$ cat src/rtl/mux_nxparamb_pipe_sel.sv
// Registered N:1 word selector with valid/ready handshake and out-of-range error flag.
// Optional MUX_PIPE_SEL_SKID_EN adds a one-entry skid so sel_ready is a flop output.
`timescale 1ns / 1ps

module mux_nxparamb_pipe_sel #(
    parameter int unsigned WORD_WIDTH  = 12,
    parameter int unsigned NUM_ENTRIES = 40,
    parameter int unsigned SEL_WIDTH   = 6
) (
    input  logic                              clk,
    input  logic                              rst,
    input  logic [NUM_ENTRIES*WORD_WIDTH-1:0] in,
    input  logic                              sel_valid,
    input  logic [SEL_WIDTH-1:0]              select,
    output logic                              sel_ready,
    output logic                              out_valid,
    input  logic                              out_ready,
    output logic [WORD_WIDTH-1:0]             out,
    output logic                              out_err
);

    logic [WORD_WIDTH-1:0] w_sel_word;
    logic                  w_sel_err;
    logic                  w_out_free;
    logic                  w_accept;

    logic                  r_out_valid, w_nxt_out_valid;
    logic [WORD_WIDTH-1:0] r_out,       w_nxt_out;
    logic                  r_out_err,   w_nxt_out_err;

    // Explicit compare chain: out-of-range indices fall through to a zero word, never X.
    always_comb begin
        w_sel_word = '0;
        w_sel_err  = 1'b1;
        for (int k = 0; k < int'(NUM_ENTRIES); k++) begin
            if (select == SEL_WIDTH'(k)) begin
                w_sel_word = in[k*WORD_WIDTH +: WORD_WIDTH];
                w_sel_err  = 1'b0;
            end
        end
    end

    assign w_out_free = !r_out_valid || out_ready;

`ifdef MUX_PIPE_SEL_SKID_EN
    logic                  r_skid_valid, w_nxt_skid_valid;
    logic [WORD_WIDTH-1:0] r_skid,       w_nxt_skid;
    logic                  r_skid_err,   w_nxt_skid_err;

    assign sel_ready = !r_skid_valid;
    assign w_accept  = sel_valid && sel_ready;

    // A full skid implies sel_ready=0, so promotion and accept never coincide.
    always_comb begin
        w_nxt_out_valid  = r_out_valid;
        w_nxt_out        = r_out;
        w_nxt_out_err    = r_out_err;
        w_nxt_skid_valid = r_skid_valid;
        w_nxt_skid       = r_skid;
        w_nxt_skid_err   = r_skid_err;
        if (w_out_free) begin
            if (r_skid_valid) begin
                w_nxt_out_valid  = 1'b1;
                w_nxt_out        = r_skid;
                w_nxt_out_err    = r_skid_err;
                w_nxt_skid_valid = 1'b0;
            end else if (w_accept) begin
                w_nxt_out_valid = 1'b1;
                w_nxt_out       = w_sel_word;
                w_nxt_out_err   = w_sel_err;
            end else begin
                w_nxt_out_valid = 1'b0;
            end
        end else if (w_accept) begin
            w_nxt_skid_valid = 1'b1;
            w_nxt_skid       = w_sel_word;
            w_nxt_skid_err   = w_sel_err;
        end
    end

    always_ff @(posedge clk or posedge rst) begin
        if (rst) begin
            r_skid_valid <= 1'b0;
            r_skid       <= '0;
            r_skid_err   <= 1'b0;
        end else begin
            r_skid_valid <= w_nxt_skid_valid;
            r_skid       <= w_nxt_skid;
            r_skid_err   <= w_nxt_skid_err;
        end
    end
`else
    assign sel_ready = w_out_free;
    assign w_accept  = sel_valid && sel_ready;

    always_comb begin
        w_nxt_out_valid = r_out_valid;
        w_nxt_out       = r_out;
        w_nxt_out_err   = r_out_err;
        if (w_accept) begin
            w_nxt_out_valid = 1'b1;
            w_nxt_out       = w_sel_word;
            w_nxt_out_err   = w_sel_err;
        end else if (out_ready) begin
            w_nxt_out_valid = 1'b0;
        end
    end
`endif

    always_ff @(posedge clk or posedge rst) begin
        if (rst) begin
            r_out_valid <= 1'b0;
            r_out       <= '0;
            r_out_err   <= 1'b0;
        end else begin
            r_out_valid <= w_nxt_out_valid;
            r_out       <= w_nxt_out;
            r_out_err   <= w_nxt_out_err;
        end
    end

    assign out_valid = r_out_valid;
    assign out       = r_out;
    assign out_err   = r_out_err;

endmodule

$ cat config.mk
export PLATFORM = sky130hd
export DESIGN_NAME = mux_nxparamb_pipe_sel
export DESIGN_NICKNAME = d
export VERILOG_FILES = /design/src/rtl/mux_nxparamb_pipe_sel.sv
export SDC_FILE = /design/constraint.sdc
export NUM_CORES = 1
export LEC_CHECK = 0
export ABC_AREA = 1
export ABC_CLOCK_PERIOD_IN_PS = 1000
export CAP_MARGIN = 20
export CELL_PAD_IN_SITES_DETAIL_PLACEMENT = 1
export CELL_PAD_IN_SITES_GLOBAL_PLACEMENT = 2
export CORE_MARGIN = 3
export CORE_UTILIZATION = 10
export CTS_CLUSTER_DIAMETER = 50
export CTS_CLUSTER_SIZE = 20
export DETAILED_ROUTE_END_ITERATION = 6
export MAX_ROUTING_LAYER = met4
export PLACE_DENSITY = 0.74
export SYNTH_ARGS = -nofsm -noshare
export SYNTH_HDL_FRONTEND = slang
export SYNTH_SLANG_ARGS = --single-unit
$ cat constraint.sdc
create_clock -name clk -period 1 [get_ports clk]
set_input_delay 0.3 -clock clk [delete_from_list [all_inputs] [get_ports clk]]
set_output_delay 0.3 -clock clk [all_outputs]
set_load 0.05 [all_outputs]
; After elaboration in Yosys (flattened, before gate mapping)
; Cells that the tools add are included.
[totals]
ff_bits = 14
latch_bits = 0
ram_bits = 0
rom_bits = 0
mem_count = 0
[op_classes]
add_sub_neg = 0
multipliers = 0
n_div = 0
n_lt_le_gt_ge = 0
eq_ne = 39
shift = 0
mux = 82
bitwise = 0
reduce_logical = 5
[op_table]
columns = operator, n
row1 = $mux W12, 40
row2 = $eq A6 B5 Y1 const B, 16
row3 = $eq A6 B4 Y1 const B, 8
row4 = $eq A6 B6 Y1 const B, 8
row5 = $mux W1, 42
row6 = $eq A6 B3 Y1 const B, 4
row7 = $eq A6 B2 Y1 const B, 2
row8 = $eq A6 B1 Y1 const B, 1
row9 = $logic_not A6 Y1, 1
row10 = $reduce_bool A2 Y1, 1
row11 = $logic_and A1 B1 Y1, 1
row12 = $logic_not A1 Y1, 1
row13 = $logic_or A1 B1 Y1, 1

; Logic depth before layout (Yosys ltp)
; Gate-level depths: netlist of the first run.
[depth]
ltp_word = 41
depth_mapped = 31
ltp_nobuf = 31

; Worst setup path before layout of the first run
; Ideal clock, no wire load.
[synth_timing]
path_kind = input -> register
startpoint = in select[1]
endpoint = reg r_out[1] (netlist: out[1])
setup_time_ps = 118
arrival_time_ps = 2164
t_required_ps = 882
slack_ps = -1282
path_stages = 24
path_buffers = 1
cell_sequence = inv_1 > nand2_1 > nor2_1 > buf_2 > inv_1 > nor2_2 > inv_1 > or2_2 > nand2_1 > nand3_1 > nand2_1 > nand2_1 > nand2_1 > nand3_1 > nand2_1 > nand2_1 > nand2_1 > nand3_1 > nand2_1 > nand2_1 > nand2_1 > nand3_1 > nand2_1 > nand2_1
[synth_via]
elab_chain_cells = 41
word_cells_on_any_way = 80
[synth_lines]
columns = element, line
row1 = from (decl), 14  ; input logic [SEL_WIDTH-1:0] select,
row2 = $logic_not A6 Y1, 36  ; if (select == SEL_WIDTH'(k)) begin
row3 = $mux W12 (39 in series), 36
row4 = $mux W12 *, 36
row5 = to (signal assigned), 117  ; r_out <= w_nxt_out;
row6 = to (decl), 28  ; logic [WORD_WIDTH-1:0] r_out, w_nxt_out;
; Mark *: on every way between the ends. The rest lies on a longest branch, timed or not.
; A chain may end at the register's enable or synchronous reset.

; Worst setup path after layout of the first run
[layout_timing]
startpoint = in select[1]
endpoint = reg r_out[5] (netlist: out[5])
; Same word-level chain as after synthesis.

==> impl_metrics.ini, run 1 <==
[logic_synthesis]
ys_types = 35
yosysWarningCount = 0
syn_area_sq_um = 4780
synth_sequential_area_ratio_pct = 7.33
synth_seq_cells = 14
syn_avg_cell_area_sq_um = 5.09
syn_inst = 939
synth.net_count = 1429

[worst_setup_path]
reg2reg_from = out_valid$_DFFE_PP0P_
worstPathArrival_ns = 3.29
path_max_fanout = 3
critPathLaunch = select[1]
cp-start-kind = primary input
reg2regPathDepth = 6
worstPathRequired_ns = 1.14
reg2reg_slack_ns = -0.24
cp-end-kind = flop
r2r-end = out[11]$_DFFE_PP0P_
critical_path_class = primary input to flop

[clock_network]
cts.clk_slew.worst_paths_ns = 0.05
cts_buffer_depth = 2
clockRootBuffer = clkbuf_16
clk-insertion-delay-late_ns = 0.25
htree_levels = 1
holdBufCountCts = 0
cts_tree = yes
cts_buffers = 3
numClockSinks = 14

[power_and_ir_drop]
pwr-share-clk_pct = 13.0
power.total_mw = 6.75
seq_power_share_pct = 12.2
p_sw_share_pct = 37.3
power.switching_mw = 2.52
p_per_area_nw_per_um2 = 497
pwr-share-comb_pct = 74.8
p_int_mw = 4.23
ir_drop_mv = 0.469
leakage_nw = 5.92

[drt]
wirelength_microns = 47000
viasPerCell = 4.09
wl_per_cell_microns = 20.9
ant_nets = 0
vias = 9211
dr.pass1.iters = 5
drt_iter0_markers = 284
drc = 0

[global_routing]
grt_pass1_vias = 10200
grt_overflow = 0
grt_use_total_pct = 18.0
grt_max_degree = 15
antenna_found_initial = 9
grt_pass1_wl_microns = 66000

[final_layout]
syn_to_final_growth_pct = 184
layout.cells.non_filler = 2250
nets = 2125
multi_input_area_sq_um = 4830
fillers = 5735
drive_gt1_share_pct = 34.2
register_area_sq_um = 352
final_area_sq_um = 13600

[sta]
fin_skew_ns = 0.00153
setup_ws_ns = -2.15
slew_headroom_pct = 69.8
maxSlewViolCount = 0
period_needed_ns = 3.15
setup_viol = 28
rsz0062_at_grt = true
final-hold-violation-count = 0
tightest_slew_ns = 0.448
fmax_mhz = 317
fin_crit_sh_pct = 315

[die]
die_area_sq_um = 50500
boundaryPins = 505
die_h_microns = 225
rows = 79
coreArea_sq_um = 46900
dieWidth_microns = 225
start_util_pct = 10.2

[place]
dp.cells = 2208
dpl-instance-area_sq_um = 12300
gp_congestion = 0.930
place_hpwl_microns = 41500
pre_cts_ws_ns = -3.29
portBuffers = 504

[run_status]
violations = setup timing
outcome = complete, but fails checks

[min_path]
hold_path.class = primary input to async pin

[run]
cap_violations = 0
==> cell usage in the layout (no fill, tap or decap), types with 10 or more instances in the layout <==
cell,count
nand2_1,291
nor2_4,19
dfrtp_1,13
nand2_4,14
nor2_2,16
a21oi_1,41
buf_4,177
buf_12,30
o21ai_0,16
nor2_1,43
inv_1,63
nand3_1,20
clkdlybuf4s50_1,481
buf_6,31
nand4_1,37
nand2_2,83
a21oi_2,10
inv_2,13
o221a_2,10
nand3_2,42
or2_2,65
a221oi_1,43
==> registers in the layout (all words and copies together) (netlist names) <==
| register | cells |
|---|---|
| out | 12 |
| out_err | 1 |
| out_valid | 1 |
==> what timing repair did <==
item | in CTS | in global routing
buffers inserted | 15 | 17
gates resized for setup | 177 | 117
pin swaps | 91 | 145
endpoints found under the setup margin | 29 | 28
==> power by group through the flow <==
| stage | Combinational, mW | Sequential, mW | Clock [mW] |
|---|---|---|---|
| CTS | 4.92 | 0.825 | 0.881 |
| finish | 5.05 | 0.824 | 0.875 |
| global route | 5.39 | 0.835 | 0.925 |
| floorplan | 0.920 | 1.15 | 0 |
| detailed placement | 4.66 | 0.826 | 0 |
| global placement | 4.64 | 0.823 | 0 |
==> synthesized netlist by cell type (all sizes together) <==
cell type	instances	share of area, %
a221o	1	0.21
a211oi	3	0.47
inv	87	6.9
a221oi	52	9.7
a31oi	3	0.39
a21oi	52	5.4
or2	68	8.9
buf	10	1.6
nand3b	3	0.47
nand4	37	4.8
clkinv	4	0.31
nor3	4	0.42
nor4	1	0.13
o221a	10	2.4
o21ai	31	3.2
a22o	1	0.18
dfrtp	14	7.3
nand2	390	31
a21boi	2	0.31
nor2	78	6.9
nand3	66	7.1
clkbuf	22	1.7
==> final cells by class <==
type,instances,area share (%)
Antenna cell,9,0.166
Clock buffer,4,0.654
Inverter,91,2.78
Multi-Input combinational cell,802,35.6
Sequential cell,14,2.59
Tap cell,607,5.59
Timing Repair Buffer,723,52.6
==> critical path, cell delays in order <==
cell      delay (ns)
buf_12          0.11
buf_12          0.13
nand2_8         0.07
inv_6           0.04
buf_6           0.11
nand2_4         0.08
nor2_4          0.04
buf_6           0.12
a221oi_4        0.25
nand2_2         0.08
nand2_2         0.07
nand4_1         0.16
nor2_2          0.17
nand3_2         0.08
nand2_2         0.10
nand3_2         0.10
nor2_2          0.11
nand4_1         0.18
a21boi_2        0.21
nand4_1         0.20
nand2_2         0.16
nand3_2         0.07
nand2_2         0.07
nand2_2         0.06
nand2_2         0.06
nand2_1         0.04
nand2_1         0.06
nand2_1         0.05
==> worst max path at each step <==
stage | to | slack (ns) | depth (start not counted)
floorplan | out[1]$_DFFE_PP0P_ | -1.22 | 26
global placement | out[5]$_DFFE_PP0P_ | -3.21 | 28
detailed placement | out[5]$_DFFE_PP0P_ | -3.29 | 28
CTS | out[5]$_DFFE_PP0P_ | -2.46 | 29
global route | out[2]$_DFFE_PP0P_ | -2.37 | 31
finish | out[5]$_DFFE_PP0P_ | -2.15 | 28
==> per-layer routing <==
layer | wire length, microns | track usage, %
met5 | 0 | -
met2 | 23700 | 31.9
met3 | 3190 | 3.90
met4 | 1100 | 4.20
met1 | 19000 | 20.7
==> logic make-up after synthesis <==
logic type             Yosys count  share of synthesized area, %
and+or+nand+nor                647                          59.8
DFF                             14                          7.33
buffers and inverters          123                          10.5
AOI/OAI and AO/OA              155                          22.3
==> stage by stage <==
stage	hold WS [ns]	util, %	setup TNS (ns)
floorplan	0.189	-	-14.44
global placement	0.527	26.3	-37.31
detailed placement	0.536	26.3	-37.80
CTS	0.390	27.8	-28.17
global route	0.411	29.0	-29.33
finish	0.388	29.0	-25.88
No activity file was read; power rests on OpenSTA's default activity.
==> run 2, diff against run 1 <==
--- a/config.mk
+++ b/config.mk
@@ -6,7 +6,6 @@
 export NUM_CORES = 1
 export LEC_CHECK = 0
 export ABC_AREA = 1
-export ABC_CLOCK_PERIOD_IN_PS = 1000
 export CAP_MARGIN = 20
 export CELL_PAD_IN_SITES_DETAIL_PLACEMENT = 1
 export CELL_PAD_IN_SITES_GLOBAL_PLACEMENT = 2
==> results of run 2 <==
Same layout as run 1: the final DEF is identical, and so are final timing and power.
==> run 3, diff against run 2 <==
--- a/config.mk
+++ b/config.mk
@@ -6,6 +6,7 @@
 export NUM_CORES = 1
 export LEC_CHECK = 0
 export ABC_AREA = 1
+export ABC_CLOCK_PERIOD_IN_PS = 1000
 export CAP_MARGIN = 20
 export CELL_PAD_IN_SITES_DETAIL_PLACEMENT = 1
 export CELL_PAD_IN_SITES_GLOBAL_PLACEMENT = 2
==> results of run 3 <==
Same layout as run 1: the final DEF is identical, and so are final timing and power.
